**config.mk**
```make
export PLATFORM = sky130hd
export DESIGN_NAME = bus_master_ctrl_flat
export DESIGN_NICKNAME = d
export VERILOG_FILES = /design/src/rtl/bus_master_ctrl_pkg.sv /design/src/rtl/bus_master_ctrl_if.sv /design/src/rtl/bus_master_ctrl.sv /design/src/flat_wrapper.sv
export SDC_FILE = /design/constraint.sdc
export NUM_CORES = 1
export LEC_CHECK = 0
export ABC_CLOCK_PERIOD_IN_PS = 1600
export BUFFER_PORTS_ARGS = -buffer_cell sky130_fd_sc_hd__clkbuf_2
export CAP_MARGIN = 20
export CORE_AREA = 2 2 107 109
export DETAILED_ROUTE_END_ITERATION = 16
export DIE_AREA = 0 0 109 111
export HOLD_SLACK_MARGIN = 0.02
export PLACE_DENSITY = 0.75
export SLEW_MARGIN = 25
export SYNTH_ARGS = -nofsm -noshare
export SYNTH_HDL_FRONTEND = slang
export SYNTH_SLANG_ARGS = --single-unit
```
**constraint.sdc**
```tcl
create_clock -name clk -period 1.6 [get_ports clk]
set_clock_uncertainty 0.2 [all_clocks]
set_input_delay 0.4 -clock clk [delete_from_list [all_inputs] [get_ports clk]]
set_output_delay 0.4 -clock clk [all_outputs]
set_load 0.05 [all_outputs]
```
**src/rtl/bus_master_ctrl_pkg.sv**
```systemverilog
// Shared types and constants for the bus master interface controller.
package bus_master_ctrl_pkg;

   // Controller states
   typedef enum logic [1:0] {
      ST_IDLE   = 2'b00,
      ST_REQ    = 2'b01,
      ST_ACCESS = 2'b10,
      ST_WAIT   = 2'b11
   } bus_if_state_t;

   // Bus direction encodings
   localparam logic READ  = 1'b1;
   localparam logic WRITE = 1'b0;

   // Default word address / data widths
   localparam int WORD_ADDR_W = 30;
   localparam int WORD_DATA_W = 32;

   // Width of the WAIT-state timeout counter
   localparam int TMO_CNT_W = 8;

   // True in the WAIT cycle that exhausts the timeout budget; limit 0 never expires
   function automatic logic tmo_expired(input logic [TMO_CNT_W-1:0] cnt,
                                        input int unsigned         limit);
      return (limit != 0) && (cnt == TMO_CNT_W'(limit - 1));
   endfunction

endpackage

```
**src/rtl/bus_master_ctrl_if.sv**
```systemverilog
// Master-side bus signals between one controller and the arbiter / slave mux.
interface bus_master_ctrl_if #(
   parameter int ADDR_W = 30,
   parameter int DATA_W = 32
);
   logic              bus_req_;
   logic              bus_grnt_;
   logic              bus_as_;
   logic              bus_rw;
   logic [ADDR_W-1:0] bus_addr;
   logic [DATA_W-1:0] bus_wr_data;
   logic [DATA_W-1:0] bus_rd_data;
   logic              bus_rdy_;

   // Controller side
   modport master (
      output bus_req_, bus_as_, bus_rw, bus_addr, bus_wr_data,
      input  bus_grnt_, bus_rd_data, bus_rdy_
   );

   // Arbiter / slave side
   modport slave (
      input  bus_req_, bus_as_, bus_rw, bus_addr, bus_wr_data,
      output bus_grnt_, bus_rd_data, bus_rdy_
   );
endinterface

```
**src/rtl/bus_master_ctrl.sv**
```systemverilog
// Bus master interface controller: turns single-word core requests into one
// arbitrated address-strobe transaction, with optional WAIT-state timeout.
module bus_master_ctrl
   import bus_master_ctrl_pkg::*;
#(
   parameter int          ADDR_W  = WORD_ADDR_W,
   parameter int          DATA_W  = WORD_DATA_W,
   parameter int unsigned TIMEOUT = 255
) (
   input  logic              clk,
   input  logic              reset,
   input  logic              core_as_,
   input  logic              core_rw,
   input  logic [ADDR_W-1:0] core_addr,
   input  logic [DATA_W-1:0] core_wr_data,
   input  logic              core_flush,
   output logic              core_busy,
   output logic              core_done,
   output logic              core_err,
   output logic [DATA_W-1:0] core_rd_data,
   bus_master_ctrl_if.master bus
);

   bus_if_state_t          state;
   logic [TMO_CNT_W-1:0]   tmo_cnt;
   logic                   tmo_hit;

   // Timeout condition for the current WAIT cycle
   always_comb begin
      tmo_hit = tmo_expired(tmo_cnt, TIMEOUT);
   end

   // WAIT-state counter: cleared in ACCESS, counts each WAIT cycle without ready
   always_ff @(posedge clk or negedge reset) begin
      if (!reset) begin
         tmo_cnt <= '0;
      end else if (state == ST_ACCESS) begin
         tmo_cnt <= '0;
      end else if (state == ST_WAIT && bus.bus_rdy_) begin
         tmo_cnt <= tmo_cnt + TMO_CNT_W'(1);
      end
   end

   // Transaction FSM with registered core and bus outputs
   always_ff @(posedge clk or negedge reset) begin
      if (!reset) begin
         state           <= ST_IDLE;
         core_busy       <= 1'b0;
         core_done       <= 1'b0;
         core_err        <= 1'b0;
         core_rd_data    <= '0;
         bus.bus_req_    <= 1'b1;
         bus.bus_as_     <= 1'b1;
         bus.bus_rw      <= READ;
         bus.bus_addr    <= '0;
         bus.bus_wr_data <= '0;
      end else begin
         core_done <= 1'b0;
         core_err  <= 1'b0;
         unique case (state)
            ST_IDLE: begin
               // A completion pulse cycle never accepts a new request
               if (!core_as_ && !core_done && !core_err) begin
                  bus.bus_rw      <= core_rw;
                  bus.bus_addr    <= core_addr;
                  bus.bus_wr_data <= core_wr_data;
                  bus.bus_req_    <= 1'b0;
                  core_busy       <= 1'b1;
                  state           <= ST_REQ;
               end
            end
            ST_REQ: begin
               // Grant outranks a same-cycle flush
               if (!bus.bus_grnt_) begin
                  bus.bus_as_ <= 1'b0;
                  state       <= ST_ACCESS;
               end else if (core_flush) begin
                  bus.bus_req_ <= 1'b1;
                  core_busy    <= 1'b0;
                  state        <= ST_IDLE;
               end
            end
            ST_ACCESS, ST_WAIT: begin
               // ACCESS and WAIT share completion; only WAIT can time out
               bus.bus_as_ <= 1'b1;
               if (!bus.bus_rdy_) begin
                  if (bus.bus_rw != WRITE) begin
                     core_rd_data <= bus.bus_rd_data;
                  end
                  core_done    <= 1'b1;
                  core_busy    <= 1'b0;
                  bus.bus_req_ <= 1'b1;
                  state        <= ST_IDLE;
               end else if (state == ST_WAIT && tmo_hit) begin
                  core_rd_data <= '0;
                  core_err     <= 1'b1;
                  core_busy    <= 1'b0;
                  bus.bus_req_ <= 1'b1;
                  state        <= ST_IDLE;
               end else begin
                  state <= ST_WAIT;
               end
            end
            default: state <= ST_IDLE;
         endcase
      end
   end

endmodule

```
**src/flat_wrapper.sv**
```systemverilog
// flat-port wrapper written by rule: the top's interface ports become plain ports
module bus_master_ctrl_flat import bus_master_ctrl_pkg::*;
#(
   parameter int          ADDR_W  = WORD_ADDR_W,
   parameter int          DATA_W  = WORD_DATA_W,
   parameter int unsigned TIMEOUT = 255
)
  (clk, reset, core_as_, core_rw, core_addr, core_wr_data, core_flush, core_busy, core_done, core_err, core_rd_data, bus_bus_req_, bus_bus_as_, bus_bus_rw, bus_bus_addr, bus_bus_wr_data, bus_bus_grnt_, bus_bus_rd_data, bus_bus_rdy_);
  bus_master_ctrl_if #(.ADDR_W(ADDR_W), .DATA_W(DATA_W)) bus_i ();
  input  logic clk;
  input  logic reset;
  input  logic core_as_;
  input  logic core_rw;
  input  logic [ADDR_W-1:0] core_addr;
  input  logic [DATA_W-1:0] core_wr_data;
  input  logic core_flush;
  output logic core_busy;
  output logic core_done;
  output logic core_err;
  output logic [DATA_W-1:0] core_rd_data;
  output wire logic [$bits(bus_i.bus_req_)-1:0] bus_bus_req_;
  output wire logic [$bits(bus_i.bus_as_)-1:0] bus_bus_as_;
  output wire logic [$bits(bus_i.bus_rw)-1:0] bus_bus_rw;
  output wire logic [$bits(bus_i.bus_addr)-1:0] bus_bus_addr;
  output wire logic [$bits(bus_i.bus_wr_data)-1:0] bus_bus_wr_data;
  input wire logic [$bits(bus_i.bus_grnt_)-1:0] bus_bus_grnt_;
  input wire logic [$bits(bus_i.bus_rd_data)-1:0] bus_bus_rd_data;
  input wire logic [$bits(bus_i.bus_rdy_)-1:0] bus_bus_rdy_;
  assign bus_bus_req_ = bus_i.bus_req_;
  assign bus_bus_as_ = bus_i.bus_as_;
  assign bus_bus_rw = bus_i.bus_rw;
  assign bus_bus_addr = bus_i.bus_addr;
  assign bus_bus_wr_data = bus_i.bus_wr_data;
  assign bus_i.bus_grnt_ = bus_bus_grnt_;
  assign bus_i.bus_rd_data = bus_bus_rd_data;
  assign bus_i.bus_rdy_ = bus_bus_rdy_;
  bus_master_ctrl #(.ADDR_W(ADDR_W), .DATA_W(DATA_W), .TIMEOUT(TIMEOUT)) u_core (.clk(clk), .reset(reset), .core_as_(core_as_), .core_rw(core_rw), .core_addr(core_addr), .core_wr_data(core_wr_data), .core_flush(core_flush), .core_busy(core_busy), .core_done(core_done), .core_err(core_err), .core_rd_data(core_rd_data), .bus(bus_i));
endmodule
```
==> results by group, run 1 <==
Routing
  • Routed via count: 3900
  • Routed Antenna Nets: 0
  • Via density: 5.25
  • Wire per inst: 16.5 um
  • DRT iter0 DRCs: 128
  • Post-Route WL: 12300 um
  • Initial DRT Pass Iterations: 4
  • DRC Markers: 0

Run
  • Max Cap Viol: 0

Clocking
  • H-tree Lvls: 3
  • CTS Buf Count: 9
  • Max clock buf depth: 2
  • Clk sinks: 110
  • CTS tree: done
  • Root Driver: clkbuf_16
  • Clock slew at reported path FFs: 70 ps
  • Worst skew pair latency: 340 ps

Worst setup path
  • CP startpoint kind: register
  • Critical path buffer and inverter count: 3
  • Crit-path max cell delay: 400 ps
  • WS Path Type: register to register
  • Worst Path Required: 1620 ps
  • CP Capture Type: register
  • CP Cell Sequence: inv_2 > ha_4 > nand4_1 > nor4_4 > buf_6 > clkbuf_16 > o21ai_2
  • Crit path DAT: 1820 ps
  • Peak fanout along the critical path: 7
  • Crit path max-delay cell type: dfrtp_1
  • Kind of cell adding the most delay to the critical path: simple AND/OR/NAND/NOR gates

Synth
  • Syn Inst Count: 361
  • Syn avg cell area: 12.7 um2
  • Synthesized-area fraction occupied by adder cells: 0.544%
  • Count leader, synth: dfrtp_1
  • Largest cells by area after synthesis: dfrtp_1, mux2_2, a22oi_1
  • Main synth FF type: dfrtp_1
  • Simple-gate share of the synthesized area: 7.83%
  • Seq/Total Area, Yosys: 59.9%
  • EDFF count, synth: 0
  • Compound-Gate Fraction of Synth Area: 12.7%
  • Commonest cells in the netlist: dfrtp_1, mux2_2, nand2_1
  • Dominant cell type by area after synthesis: dfrtp_1
  • Post-synthesis cell type count: 43
  • Post-synth ARST share: 100%
  • Syn_nets: 464
  • Share of the synthesized area in the top cell type: 58.2%
  • Seq cells post-synth: 110
  • Xor/xnor share of the synthesized area: 0.190%
  • Mapped Area: 0.00460 mm2
  • Ys Warns: 0
  • Post-synthesis mux area share: 15.6%
  • Largest family of logic cells by synthesized area: multiplexers

Timing
  • FMAX: 555 MHz
  • Fin. max-slew vios: 0
  • Relative slew slack: 78.5%
  • Setup WS post-layout: -200 ps
  • Minimum clock period: 1800 ps
  • Hold slack: 73.4 ps
  • Final setup violation count: 53
  • RSZ-0062 raised after global routing: true
  • Hold Fails Final Rpt: 0
  • Worst slew pin tran: 321 ps
  • Final worst path period share: 113%

Floorplan
  • Floorplan Core Area: 0.0111 mm2
  • Height of the chip: 111 um
  • Die width: 109 um
  • DIE AREA: 0.0121 mm2
  • Initial Util: 41.5%
  • Row Count: 39
  • I/O pins: 201

Global route
  • Total gr overflow: 0
  • Met2 Track Usage GR: 33.1%
  • Met1 usage: 22.6%
  • Largest net degree at the start of global routing: 45
  • Met3 usage: 4.23%
  • GR peak layer: met2
  • Vias in the first global route: 3893
  • Gr usage total: 19.1%
  • First-pass GRT wire length: 18300 um
  • Initial antenna violation count: 0

Placement
  • Routability Congestion: 0.802
  • Setup WS pre-CTS: -220 ps
  • Placed wire-length estimate: 8200 um
  • IO Port Bufs: 200
  • Placed cell areas: 0.00598 mm2

Final layout
  • ANT cells: 0
  • Final Util: 61.7%
  • Post-Layout Inst Area: 0.00683 mm2
  • Register area: 0.00276 mm2
  • Share of cells above drive strength 1: 62.8%
  • Synth-to-Final Area Change: 48.6%
  • Nets: 699
  • Fillers: 854
  • Multi-input logic area: 0.00186 mm2

Min path
  • Hold Path Class: input port to register

Power
  • PwrDens: 2480 mW/mm2
  • VDD IR max: 0.00145 V
  • Tot Pwr: 16.9 mW
  • Pleak: 3.31 nW

Outcome
  • Status: complete, but fails checks
  • Violated checks: negative setup slack
-- layer usage --
layer,vias up,routed length [um]
met1,1941,4900
met4,0,218
met3,18,961
met2,166,6180
li1,1775,-
met5,-,0
-- timing repair --
| item | in CTS | in global routing |
|---|---|---|
| cloned | 0 | 6 |
| setup endpoints to repair | 77 | 140 |
| hold endpoints to repair | 107 | 0 |
| gates resized for setup | 73 | 100 |
| buffers inserted | 10 | 6 |
| pin swaps | 4 | 30 |
| hold buffers | 1 | 0 |
-- registers in the layout, summed over array words and instances, names as in the netlist --
| name | flops |
|---|---|
| u_core.core_rd_data | 32 |
| u_core.bus.bus_rw | 1 |
| u_core.bus.bus_wr_data | 32 |
| u_core.bus.bus_as_ | 1 |
| u_core.bus.bus_addr | 30 |
| u_core.state | 2 |
| u_core.tmo_cnt | 8 |
| u_core.core_done | 1 |
| u_core.bus.bus_req_ | 1 |
| u_core.core_err | 1 |
| u_core.core_busy | 1 |
-- kinds of logic after synthesis --
group           Yosys count
fa+ha+maj                 2
flops                   110
xor+xnor                  1
mux                      64
compound gates           86
buf+inv                  28
simple gates             70
-- report_power, final --
group          switching (mW)  internal, mW
logic                    6.61          3.39
registers               0.792          4.06
clock network            1.02          1.06
total                    8.41          8.50
-- cell usage in the layout, fill, tap and decap left out, drive strengths merged --
cell and count:
and2 2, nand2b 4, nand4 2, and3b 1, xnor2 1, a41oi 1, or4 1, clkbuf 157
o31ai 2, mux2i 1, nor2 3, o2bb2ai 1, a211oi 2, ha 2, mux2 63, inv 6
o22a 1, dfrtp 107, nand3 7, dlygate4sd3 1, a22oi 32, a31oi 3, a21o 2, o211ai 2
o22ai 1, buf 98, and4b 1, dfstp 3, nand2 41, a22o 1, clkinv 4, o21ai 38
nor2b 2, nor4 2, clkinvlp 1, nor3 2, and3 2
-- worst reg2reg max path: stages, from the launching register on --
cell       delay, ps
dfrtp_1          400
inv_2             90
ha_4             120
nand4_1          160
nor4_4           310
buf_6            180
clkbuf_16        180
o21ai_2           50
-- metrics by stage --
| stage | std cells | setup TNS (ps) |
|---|---|---|
| finish | 743 | -7020 |
| global route | 743 | -12410 |
| CTS | 734 | -5120 |
| detailed placement | 708 | -8980 |
| global placement | 708 | -6370 |
| floorplan | 361 | -5080 |
-- final timing paths --
check                              startpoint                          to  slack [ps]  depth (start not counted)
min in group asynchronous               reset  u_core.bus.bus_wr_data[18]         270                          2
max reg2reg                 u_core.tmo_cnt[0]     u_core.core_rd_data[13]        -200                          7
max in group asynchronous               reset          u_core.bus.bus_as_         440                          3
max                         u_core.tmo_cnt[0]     u_core.core_rd_data[13]        -200                          7
min reg2reg                u_core.bus.bus_as_          u_core.bus.bus_as_         290                          2
min                              bus_bus_rdy_            u_core.core_done          70                          2
-- final cells by class --
cell class / instances / area share, %
clock inverters: 6 / 0.696
inverters: 5 / 0.275
repair buffers: 247 / 25.5
multi-input cells: 223 / 27.2
flip-flops and latches: 110 / 40.4
clock buffers: 9 / 3.30
well taps: 143 / 2.62
Note: power is estimated with default switching activity, not from simulation.
==> inputs of run 2 (changes only) <==
--- a/config.mk
+++ b/config.mk
@@ -5,14 +5,14 @@
 export SDC_FILE = /design/constraint.sdc
 export NUM_CORES = 1
 export LEC_CHECK = 0
-export ABC_CLOCK_PERIOD_IN_PS = 1600
+export ABC_CLOCK_PERIOD_IN_PS = 2250
 export BUFFER_PORTS_ARGS = -buffer_cell sky130_fd_sc_hd__clkbuf_2
 export CAP_MARGIN = 20
-export CORE_AREA = 2 2 107 109
+export CORE_AREA = 2 2 98 100
 export DETAILED_ROUTE_END_ITERATION = 16
-export DIE_AREA = 0 0 109 111
+export DIE_AREA = 0 0 100 102
 export HOLD_SLACK_MARGIN = 0.02
-export PLACE_DENSITY = 0.75
+export PLACE_DENSITY = 0.84
 export SLEW_MARGIN = 25
 export SYNTH_ARGS = -nofsm -noshare
 export SYNTH_HDL_FRONTEND = slang
==> constraint.sdc (replaced) <==
create_clock -name clk -period 2.25 [get_ports clk]
set_clock_uncertainty 0.2 [all_clocks]
set_input_delay 0.5625 -clock clk [delete_from_list [all_inputs] [get_ports clk]]
set_output_delay 0.5625 -clock clk [all_outputs]
set_load 0.05 [all_outputs]
==> run 2 against run 1 <==
  * The flow now finishes without violations
  * Sequential cell count is the same
  * First-iteration DRC count down 6.3%
  * Combinational power down 39%
  * Global-route usage is 2.3 points higher
  * Critical path depth fell by 6
  * Power shrank 36%
  * Via count fell by 5.9%
  * Critical endpoint is now bus_bus_rw
  * Largest power group unchanged
==> results by group, run 2 (synthesized netlist as in run 1, its figures left out) <==
Outcome
  • Status: completed (was complete, but fails checks)

Clocking
  • Post-cts sizing count: 0 (was 73)
  • Worst skew pair latency: 360 ps (was 340 ps)
  • Max clock buf depth: 2 (unchanged)
  • Setup Buffers After CTS: 0 (was 10)
  • Clk sinks: 110 (unchanged)
  • CTS Hold Bufs: 1 (unchanged)
  • H-tree Lvls: 3 (unchanged)
  • CTS Buf Count: 9 (unchanged)
  • CTS tree: done (unchanged)
  • Root Driver: clkbuf_8 (was clkbuf_16)
  • Clock slew at reported path FFs: 120 ps (was 70 ps)

Placement
  • Routability Congestion: 0.810 (was 0.802)
  • Placed cell areas: 0.00577 mm2 (was 0.00598 mm2)
  • IO Port Bufs: 200 (unchanged)
  • Placed wire-length estimate: 8500 um (was 8200 um)

Power
  • PwrDens: 1800 mW/mm2 (was 2480 mW/mm2)
  • Tot Pwr: 10.8 mW (was 16.9 mW)
  • Pleak: 2.98 nW (was 3.31 nW)
  • VDD IR max: 0.000956 V (was 0.00145 V)

Timing
  • Worst slew pin tran: 458 ps (was 321 ps)
  • RSZ-0062 raised after global routing: false (was true)
  • Setup_tns: 0 ps (was -7020 ps)
  • Final worst path period share: 89.1%
  • Final setup violation count: 0 (was 53)
  • Relative slew slack: 69.2% (was 78.5%)
  • Hold slack: 219 ps (was 73.4 ps)
  • FMAX: 499 MHz
  • Fin. max-slew vios: 0 (unchanged)
  • Minimum clock period: 2000 ps
  • Hold Fails Final Rpt: 0 (unchanged)

Global route
  • Vias in the first global route: 3524 (was 3893)
  • Gr usage total: 21.4% (was 19.1%)
  • Initial antenna violation count: 0 (unchanged)
  • Total gr overflow: 0 (unchanged)
  • First-pass GRT wire length: 17200 um (was 18300 um)
  • Largest net degree at the start of global routing: 64 (was 45)

Final layout
  • Fillers: 712 (was 854)
  • Nets: 664 (was 699)
  • Register area: 0.00276 mm2 (about the same)
  • Post-Layout Inst Area: 0.00598 mm2 (was 0.00683 mm2)
  • Largest regs: u_core.bus.bus_wr_data (32), u_core.core_rd_data (32), u_core.bus.bus_addr (30) (unchanged)
  • Final Util: 65.6% (was 61.7%)
  • Synth-to-Final Area Change: 30.0% (was 48.6%)
  • ANT cells: 0 (unchanged)
  • Commonest non-fill, non-tap cells in the layout: clkbuf_2, dfrtp_1, mux2_2 (unchanged)
  • Most common cell after layout, fill and taps aside: clkbuf_2 (unchanged)
  • Share of cells above drive strength 1: 54.1% (was 62.8%)
  • Multi-input logic area: 0.00170 mm2 (was 0.00186 mm2)

Routing
  • Via density: 5.42 (was 5.25)
  • DRT iter0 DRCs: 120 (was 128)
  • Post-Route WL: 11400 um (was 12300 um)
  • Wire per inst: 16.8 um (was 16.5 um)
  • Routed Antenna Nets: 0 (unchanged)
  • Routed via count: 3670 (was 3900)
  • Initial DRT Pass Iterations: 4 (unchanged)
  • DRC Markers: 0 (unchanged)

Worst setup path
  • Crit-path max cell delay: 580 ps (was 400 ps)
  • CP Capture Type: primary output (was register)
  • Peak fanout along the critical path: 4 (was 7)
  • CP Cell Sequence: clkbuf_2 (was inv_2 > ha_4 > nand4_1 > nor4_4 > buf_6 > clkbuf_16 > o21ai_2)
  • Crit path DAT: 1240 ps (was 1820 ps)
  • CP startpoint kind: register (unchanged)
  • Crit path max-delay cell type: dfstp_2 (was dfrtp_1)
  • Critical path buffer and inverter count: 1 (was 3)
  • Kind of cell adding the most delay to the critical path: flip-flops (was simple AND/OR/NAND/NOR gates)
  • Worst Path Required: 1490 ps (was 1620 ps)
  • WS Path Type: register to primary output (was register to register)

Floorplan
  • DIE AREA: 0.0102 mm2 (was 0.0121 mm2)
  • I/O pins: 201 (unchanged)
  • Floorplan Core Area: 0.00911 mm2 (was 0.0111 mm2)
  • Row Count: 35 (was 39)
  • Height of the chip: 102 um (was 111 um)
  • Initial Util: 50.5% (was 41.5%)
  • Die width: 100 um (was 109 um)

Min path
  • Hold Path Class: input port to register (unchanged)

Run
  • Max Cap Viol: 0 (unchanged)
-- run 2: changes by cell type in the layout (fill, tap and decap cells not counted), sizes merged --
| cell | before | now |
|---|---|---|
| buf | 98 | 12 |
| clkinv | 4 | 3 |
| clkbuf | 157 | 209 |
| inv | 6 | 7 |
-- run 2: where the power goes --
part / total [mW] / leakage (nW) / internal [mW] / switching (mW)
registers: 3.49 / 1.24 / 2.88 / 0.611
logic: 6.13 / 1.64 / 1.74 / 4.39
clock network: 1.16 / 0.0945 / 0.437 / 0.724
total: 10.8 / 2.98 / 5.06 / 5.72
-- run 2: worst paths after layout --
path	endpoint	slack, ps	cells past startpoint	startpoint
max reg2reg	u_core.core_rd_data[27]	400	6	u_core.tmo_cnt[0]
max in group asynchronous	u_core.bus.bus_as_	760	3	reset
min in group asynchronous	u_core.bus.bus_wr_data[29]	470	2	reset
max	bus_bus_rw	250	1	u_core.bus.bus_rw
min	u_core.core_rd_data[11]	220	3	bus_bus_rd_data[11]
min reg2reg	u_core.bus.bus_as_	270	2	u_core.bus.bus_as_
-- run 2: layout make-up --
type,count,share of cell area (%)
Tap cell,111,2.32
Clock buffer,10,2.13
Timing Repair Buffer,212,19.6
Sequential cell,110,46.1
Inverter,5,0.314
Clock inverter,6,1.15
Multi-Input combinational cell,223,28.4
-- run 2: per-layer routing --
layer | routed length, um | global-route usage (%) | up-vias
met5 | 0 | 0 | -
met4 | 123 | 7.48 | 0
met3 | 557 | 3.35 | 10
met2 | 6300 | 39.9 | 142
met1 | 4380 | 25.3 | 1820
li1 | - | - | 1698
-- run 2: stage by stage --
| stage | cells | setup slack, ps |
|---|---|---|
| after global routing | 677 | 213 |
| final | 677 | 245 |
| after global placement | 660 | 389 |
| after CTS | 677 | 220 |
| after detailed placement | 660 | 340 |
| after floorplan | 361 | 453 |
-- run 2: tightest hold or removal path: stages --
cell	delay, ps
clkbuf_2	70
a22oi_1	60
o21ai_2	50
